### config.mk
export PLATFORM = sky130hd
export DESIGN_NAME = req_issuer
export DESIGN_NICKNAME = d
export VERILOG_FILES = /design/src/rtl/req_issuer.sv
export SDC_FILE = /design/constraint.sdc
export NUM_CORES = 1
export LEC_CHECK = 0
export CAP_MARGIN = 5
export CORE_MARGIN = 3
export CORE_UTILIZATION = 51
export DETAILED_ROUTE_END_ITERATION = 6
export PLACE_DENSITY_LB_ADDON = 0.05
export REMOVE_ABC_BUFFERS = 1
export SYNTH_ARGS = -nofsm -noshare
export SYNTH_HDL_FRONTEND = slang
export SYNTH_SLANG_ARGS = --single-unit
### constraint.sdc
create_clock -name clock -period 3.4 [get_ports clock]
set_input_delay 1.02 -clock clock [delete_from_list [all_inputs] [get_ports clock]]
set_output_delay 1.02 -clock clock [all_outputs]
set_load 0.005 [all_outputs]
### src/rtl/req_issuer.sv
// Requester front end for the priority-selector grant network: per-line pending
// counters drive req/en, legal grants retire one request each and pulse done.
// Optional per-line starvation detection is built when REQ_STARVE_EN is defined.
//
// Handshake: a grant is consumed on line i in a cycle when en=1, gnt is one-hot
// or zero, and gnt[i] coincides with req[i]=1; the selector is combinational, so
// gnt is sampled on the same rising edge that retires the request.
module req_issuer #(
  parameter int NUM_REQ = 4,
  parameter int CNT_W   = 2
`ifdef REQ_STARVE_EN
  ,
  parameter int STARVE_LIMIT = 15
`endif
) (
  input  logic               clock,
  input  logic               reset,
  input  logic [NUM_REQ-1:0] new_req,
  input  logic [NUM_REQ-1:0] gnt,
  output logic [NUM_REQ-1:0] req,
  output logic               en,
  output logic [NUM_REQ-1:0] done,
  output logic               overflow,
  output logic               proto_err,
`ifdef REQ_STARVE_EN
  output logic [NUM_REQ-1:0] starve,
`endif
  output logic [1:0]         dbg_state
);

  // dbg_state encoding: 0 = IDLE, 1 = ACTIVE, 2 = HALT.
  localparam logic [1:0] ST_IDLE   = 2'd0;
  localparam logic [1:0] ST_ACTIVE = 2'd1;
  localparam logic [1:0] ST_HALT   = 2'd2;

  localparam logic [CNT_W-1:0] CNT_MAX = '1;

`ifdef REQ_STARVE_EN
  localparam int AGE_W = $clog2(STARVE_LIMIT + 1);
  localparam logic [AGE_W-1:0] AGE_LIM = AGE_W'(STARVE_LIMIT);
`endif

  logic [1:0]         state_q, state_d;
  logic [CNT_W-1:0]   cnt_q [NUM_REQ];
  logic [CNT_W-1:0]   cnt_d [NUM_REQ];
  logic               en_q, en_d;
  logic [NUM_REQ-1:0] done_q, done_d;
  logic               overflow_q, overflow_d;
  logic               proto_err_q, proto_err_d;

  logic               err;
  logic               accept;
  logic               ovf_hit;
  logic               any_pend_d;
  logic [NUM_REQ-1:0] consume;

`ifdef REQ_STARVE_EN
  logic [AGE_W-1:0]   age_q [NUM_REQ];
  logic [AGE_W-1:0]   age_d [NUM_REQ];
  logic [NUM_REQ-1:0] starve_q, starve_d;
`endif

  always_comb begin
    for (int i = 0; i < NUM_REQ; i++) begin
      req[i] = (cnt_q[i] != '0);
    end
  end

  // Protocol checks are only meaningful while the selector is enabled.
  always_comb begin
    err     = en_q && (((gnt & (gnt - 1'b1)) != '0) || ((gnt & ~req) != '0));
    consume = (en_q && !err) ? gnt : '0;
    accept  = (state_q != ST_HALT) && !err;
  end

  always_comb begin
    ovf_hit    = 1'b0;
    any_pend_d = 1'b0;
    for (int i = 0; i < NUM_REQ; i++) begin
      cnt_d[i] = cnt_q[i];
      if (accept) begin
        case ({new_req[i], consume[i]})
          2'b10: begin
            if (cnt_q[i] == CNT_MAX) ovf_hit = 1'b1;
            else                     cnt_d[i] = cnt_q[i] + 1'b1;
          end
          2'b01:   cnt_d[i] = cnt_q[i] - 1'b1;
          default: cnt_d[i] = cnt_q[i];
        endcase
      end
      if (cnt_d[i] != '0) any_pend_d = 1'b1;
    end
  end

  always_comb begin
    state_d = state_q;
    case (state_q)
      ST_IDLE: begin
        if (err)                  state_d = ST_HALT;
        else if (new_req != '0)   state_d = ST_ACTIVE;
      end
      ST_ACTIVE: begin
        if (err)                                    state_d = ST_HALT;
        else if (!any_pend_d && (new_req == '0))    state_d = ST_IDLE;
      end
      ST_HALT:  state_d = ST_HALT;
      default:  state_d = ST_IDLE;
    endcase
  end

  always_comb begin
    en_d        = !(err || (state_q == ST_HALT));
    done_d      = consume;
    overflow_d  = overflow_q | ovf_hit;
    proto_err_d = proto_err_q | err;
  end

`ifdef REQ_STARVE_EN
  // Age freezes with the counters once halted; it saturates at the limit.
  always_comb begin
    for (int i = 0; i < NUM_REQ; i++) begin
      age_d[i] = age_q[i];
      if (accept) begin
        if (consume[i] || (cnt_q[i] == '0)) age_d[i] = '0;
        else if (age_q[i] != AGE_LIM)       age_d[i] = age_q[i] + 1'b1;
      end
      starve_d[i] = (age_d[i] == AGE_LIM);
    end
  end
`endif

  always_ff @(posedge clock) begin
    if (reset) begin
      state_q     <= ST_IDLE;
      en_q        <= 1'b1;
      done_q      <= '0;
      overflow_q  <= 1'b0;
      proto_err_q <= 1'b0;
      for (int i = 0; i < NUM_REQ; i++) cnt_q[i] <= '0;
    end else begin
      state_q     <= state_d;
      en_q        <= en_d;
      done_q      <= done_d;
      overflow_q  <= overflow_d;
      proto_err_q <= proto_err_d;
      for (int i = 0; i < NUM_REQ; i++) cnt_q[i] <= cnt_d[i];
    end
  end

`ifdef REQ_STARVE_EN
  always_ff @(posedge clock) begin
    if (reset) begin
      starve_q <= '0;
      for (int i = 0; i < NUM_REQ; i++) age_q[i] <= '0;
    end else begin
      starve_q <= starve_d;
      for (int i = 0; i < NUM_REQ; i++) age_q[i] <= age_d[i];
    end
  end

  assign starve = starve_q;
`endif

  assign en        = en_q;
  assign done      = done_q;
  assign overflow  = overflow_q;
  assign proto_err = proto_err_q;
  assign dbg_state = state_q;

endmodule

==> results.md, run 1 <==
* Clock power frac at about a fifth
* PwrDens at 322 mW/mm^2
* Synth area leaders: dfxtp_1 28%, ha_1 24%, inv_1 9.8%
* Vias in the first global route at 1036
* Setup TNS at 0 ps
* Rows at 17
* Final WS setup at 83.2 ps
* Largest net degree at the start of global routing at 17
* CP endpoint kind: flip-flop
* Number of library cell types mapped by synthesis at 33
* Post-route non-filler standard cell count at 230
* CP Max Fanout at 3
* Setup violators final at 0
* Clk_lat worst skew at 300 ps
* Port Buffers at 22
* Slew Limit Headroom at 35.7%
* Pins Over Slew Limit at 0
* Net Sw Power at 0.192 mW
* Tot GR Track Use at 21.3%
* Worst-path clk slew at between 100 and 150 ps
* DRC violations left at 0
* Cells after Synth at roughly 150
* Sequential share of the synthesized area at 27.8%
* Clock Path Buffers at 2
* Max IR drop VDD at 0.000234 V
* Initial Util at 54.4%
* Final Util at 77.5%
* YS warnings at 0
* Syn avg cell area at 7.96 um^2
* CTS sink count at 17
* Synth area leader: dfxtp_1
* Initial antenna violation count at 0
* Via/cell ratio at 5.17
* Fillers at ~170
* GP Congestion at between 0.8 and 0.9
* Pre-CTS setup slack at -464 ps
* Die extent in y at 55.0 um
* Sw Ratio at 34.0%
* Gate power share at 39.1%
* CTS tree: done
* Router iterations before antenna repair at 4
* NumNets Final at 237
* Peak Freq at 0.301 GHz
* Clk root buf: clkbuf_4
* Worst Hold Class: reg -> reg
* Final Hold Vio Count at 0
* CTS H-tree lvls at 1
* Netlist Area Pre-Place at between 0.001 and 0.0015 mm^2
* Area delta synth->final at 42.4%
* DP Cell Count at 223
* Total Die Area at 0.00303 mm^2
* Post-DP HPWL at roughly 2300 um
* Worst Setup Start Kind: input pin
* Skew final at 9.08 ps
* Leak at 0.851 nW
* Pint at 0.371 mW
* Synth top area share at 27.8%
* Worst EP arrival at about 3500 ps
* Status: complete, no violations
* Final min period at 3320 ps
* GR Overflow Total at 0
* Worst Tran Pin Value at 956 ps
* 1st-iter DRT viols at 17
* Layout cell share with drive strength beyond 1 at about a fifth
* # diodes at 0
* Antenna Violating Nets Remaining at 0
* Wire per inst at between 10 and 15 um
* Post-DP Area at 0.00163 mm^2
* Number of max-cap violations at 0
* Final worst-path cycle share at 97.6%
* Wirelength, routed at about 3000 um
* Core area at 0.00225 mm^2
* Synth Register Bits at 17
* Reg power frac at 40.8%
* CTS Buf Count at 3
* Critical path class: in -> reg
* Design area at 0.00175 mm^2
* Vias at 1189
* First-pass GRT wire length at 4530 um
* Worst Path Required at between 3000 and 4000 ps
* Chip Width at roughly 55 um
* Boundary pin count at 23
-- routing by layer --
metal | track usage (%) | part of all wire (%) | vias to the layer above
met5 | 0 | 0 | -
met4 | 9.72 | 1.7 | 0
met3 | 3.75 | 5.8 | 7
met2 | 35.8 | 50 | 33
met1 | 26.2 | 43 | 535
li1 | - | - | 614
-- flip-flops by register name (all words and copies together), names as in the netlist --
register	cells
cnt_q	8
dbg_state	2
done	4
en	1
overflow	1
proto_err	1
-- final cells by class --
class	instances	area (um^2)	area share, %
Clock buffer	4	26.3	1.50
Inverter	32	120	6.88
Multi-Input combinational cell	103	817	46.8
Sequential cell	17	340	19.5
Tap cell	28	35.0	2.01
Timing Repair Buffer	46	408	23.4
-- what timing repair did --
item	4_1_cts	5_1_grt
hold buffers	0	0
setup endpoints to repair	1	2
pin swaps	0	4
setup buffers	1	2
gates resized for setup	4	11
-- logic make-up after synthesis --
kind of cell	count (synthesis)	share of synthesized area (%)
buffers and inverters	34	10.5
adders and majority gates	24	24.5
muxes	2	1.63
and+or+nand+nor	48	19.4
AOI/OAI and AO/OA	29	16.2
DFF	17	27.8
-- cells in the mapped netlist --
library cell   n
nor2_1        21
a211oi_1       2
a221oi_1       1
or2b_1         1
o22ai_1        7
nand4_1        1
a31oi_1        1
dfxtp_1       17
nand3_1        1
o221ai_1       1
or3_1          2
clkbuf_1       1
a22oi_1        2
o2bb2ai_1      1
o21ai_0        3
a2111oi_0      1
ha_1          24
a21oi_1        4
nor3_1         8
mux2i_1        2
nor4b_2        1
o221a_2        1
nor4_2         1
nand4b_1       1
a21boi_0       2
or2_2          1
o31ai_1        1
nor2b_1        1
nand2_1        7
o211ai_1       2
inv_1         32
nor4_1         2
clkbuf_2       1
-- placed cells by master (no fill, tap or decap), types with 2 or more instances in the layout --
cell,instances
a211oi_1,2
a21oi_1,4
a22oi_1,2
buf_4,24
clkbuf_4,3
clkdlybuf4s50_1,19
dfxtp_1,17
dlymetal6s2s_1,3
ha_1,24
inv_1,32
mux2i_1,2
nand2_1,7
nor2_1,20
nor3_1,7
nor4_4,2
o211ai_1,2
o21ai_0,3
o22ai_1,7
or3_1,2
-- power groups by stage --
stage	Clock [mW]	Combinational [mW]	Sequential, mW
2_1_floorplan	0	0.105	0.232
3_3_place_gp	0	0.194	0.233
3_5_place_dp	0	0.199	0.234
4_1_cts	0.115	0.206	0.229
5_1_grt	0.125	0.243	0.233
6_report	0.113	0.220	0.230
-- stage by stage --
step / hold slack, ps / total power, mW
2_1_floorplan: 460 / 0.336
3_3_place_gp: 453 / 0.427
3_5_place_dp: 464 / 0.433
4_1_cts: 487 / 0.550
5_1_grt: 522 / 0.601
6_report: 482 / 0.563
-- worst paths after layout --
check | startpoint | endpoint | slack, ps | cells past startpoint
setup / recovery | gnt[0] | dbg_state[0]$_SDFFE_PP0P_ | 80 | 13
setup reg to reg | cnt_q[1][0]$_SDFF_PP0_ | dbg_state[0]$_SDFFE_PP0P_ | 470 | 13
hold / removal | overflow$_SDFF_PP0_ | overflow$_SDFF_PP0_ | 480 | 2
hold reg to reg | overflow$_SDFF_PP0_ | overflow$_SDFF_PP0_ | 480 | 2
-- critical path, stage by stage --
cell and delay [ps]:
clkdlybuf4s50_1 450, buf_4 170, nor2_2 130, nor3_1 70, nor2_1 190, nand2_1 110
inv_1 60, ha_1 230, or2_2 340, nor3_4 150, mux2i_1 290, a21boi_2 210
a31oi_1 80
Note: power is estimated with default switching activity, not from simulation.
==> inputs of run 2 (changes only) <==
--- a/config.mk
+++ b/config.mk
@@ -8,6 +8,7 @@
 export CAP_MARGIN = 5
 export CORE_MARGIN = 3
 export CORE_UTILIZATION = 51
+export CTS_CLUSTER_DIAMETER = 150
 export DETAILED_ROUTE_END_ITERATION = 6
 export PLACE_DENSITY_LB_ADDON = 0.05
 export REMOVE_ABC_BUFFERS = 1
==> results of run 2 <==
Same layout as run 1: the final DEF is identical, and so are final timing and power.
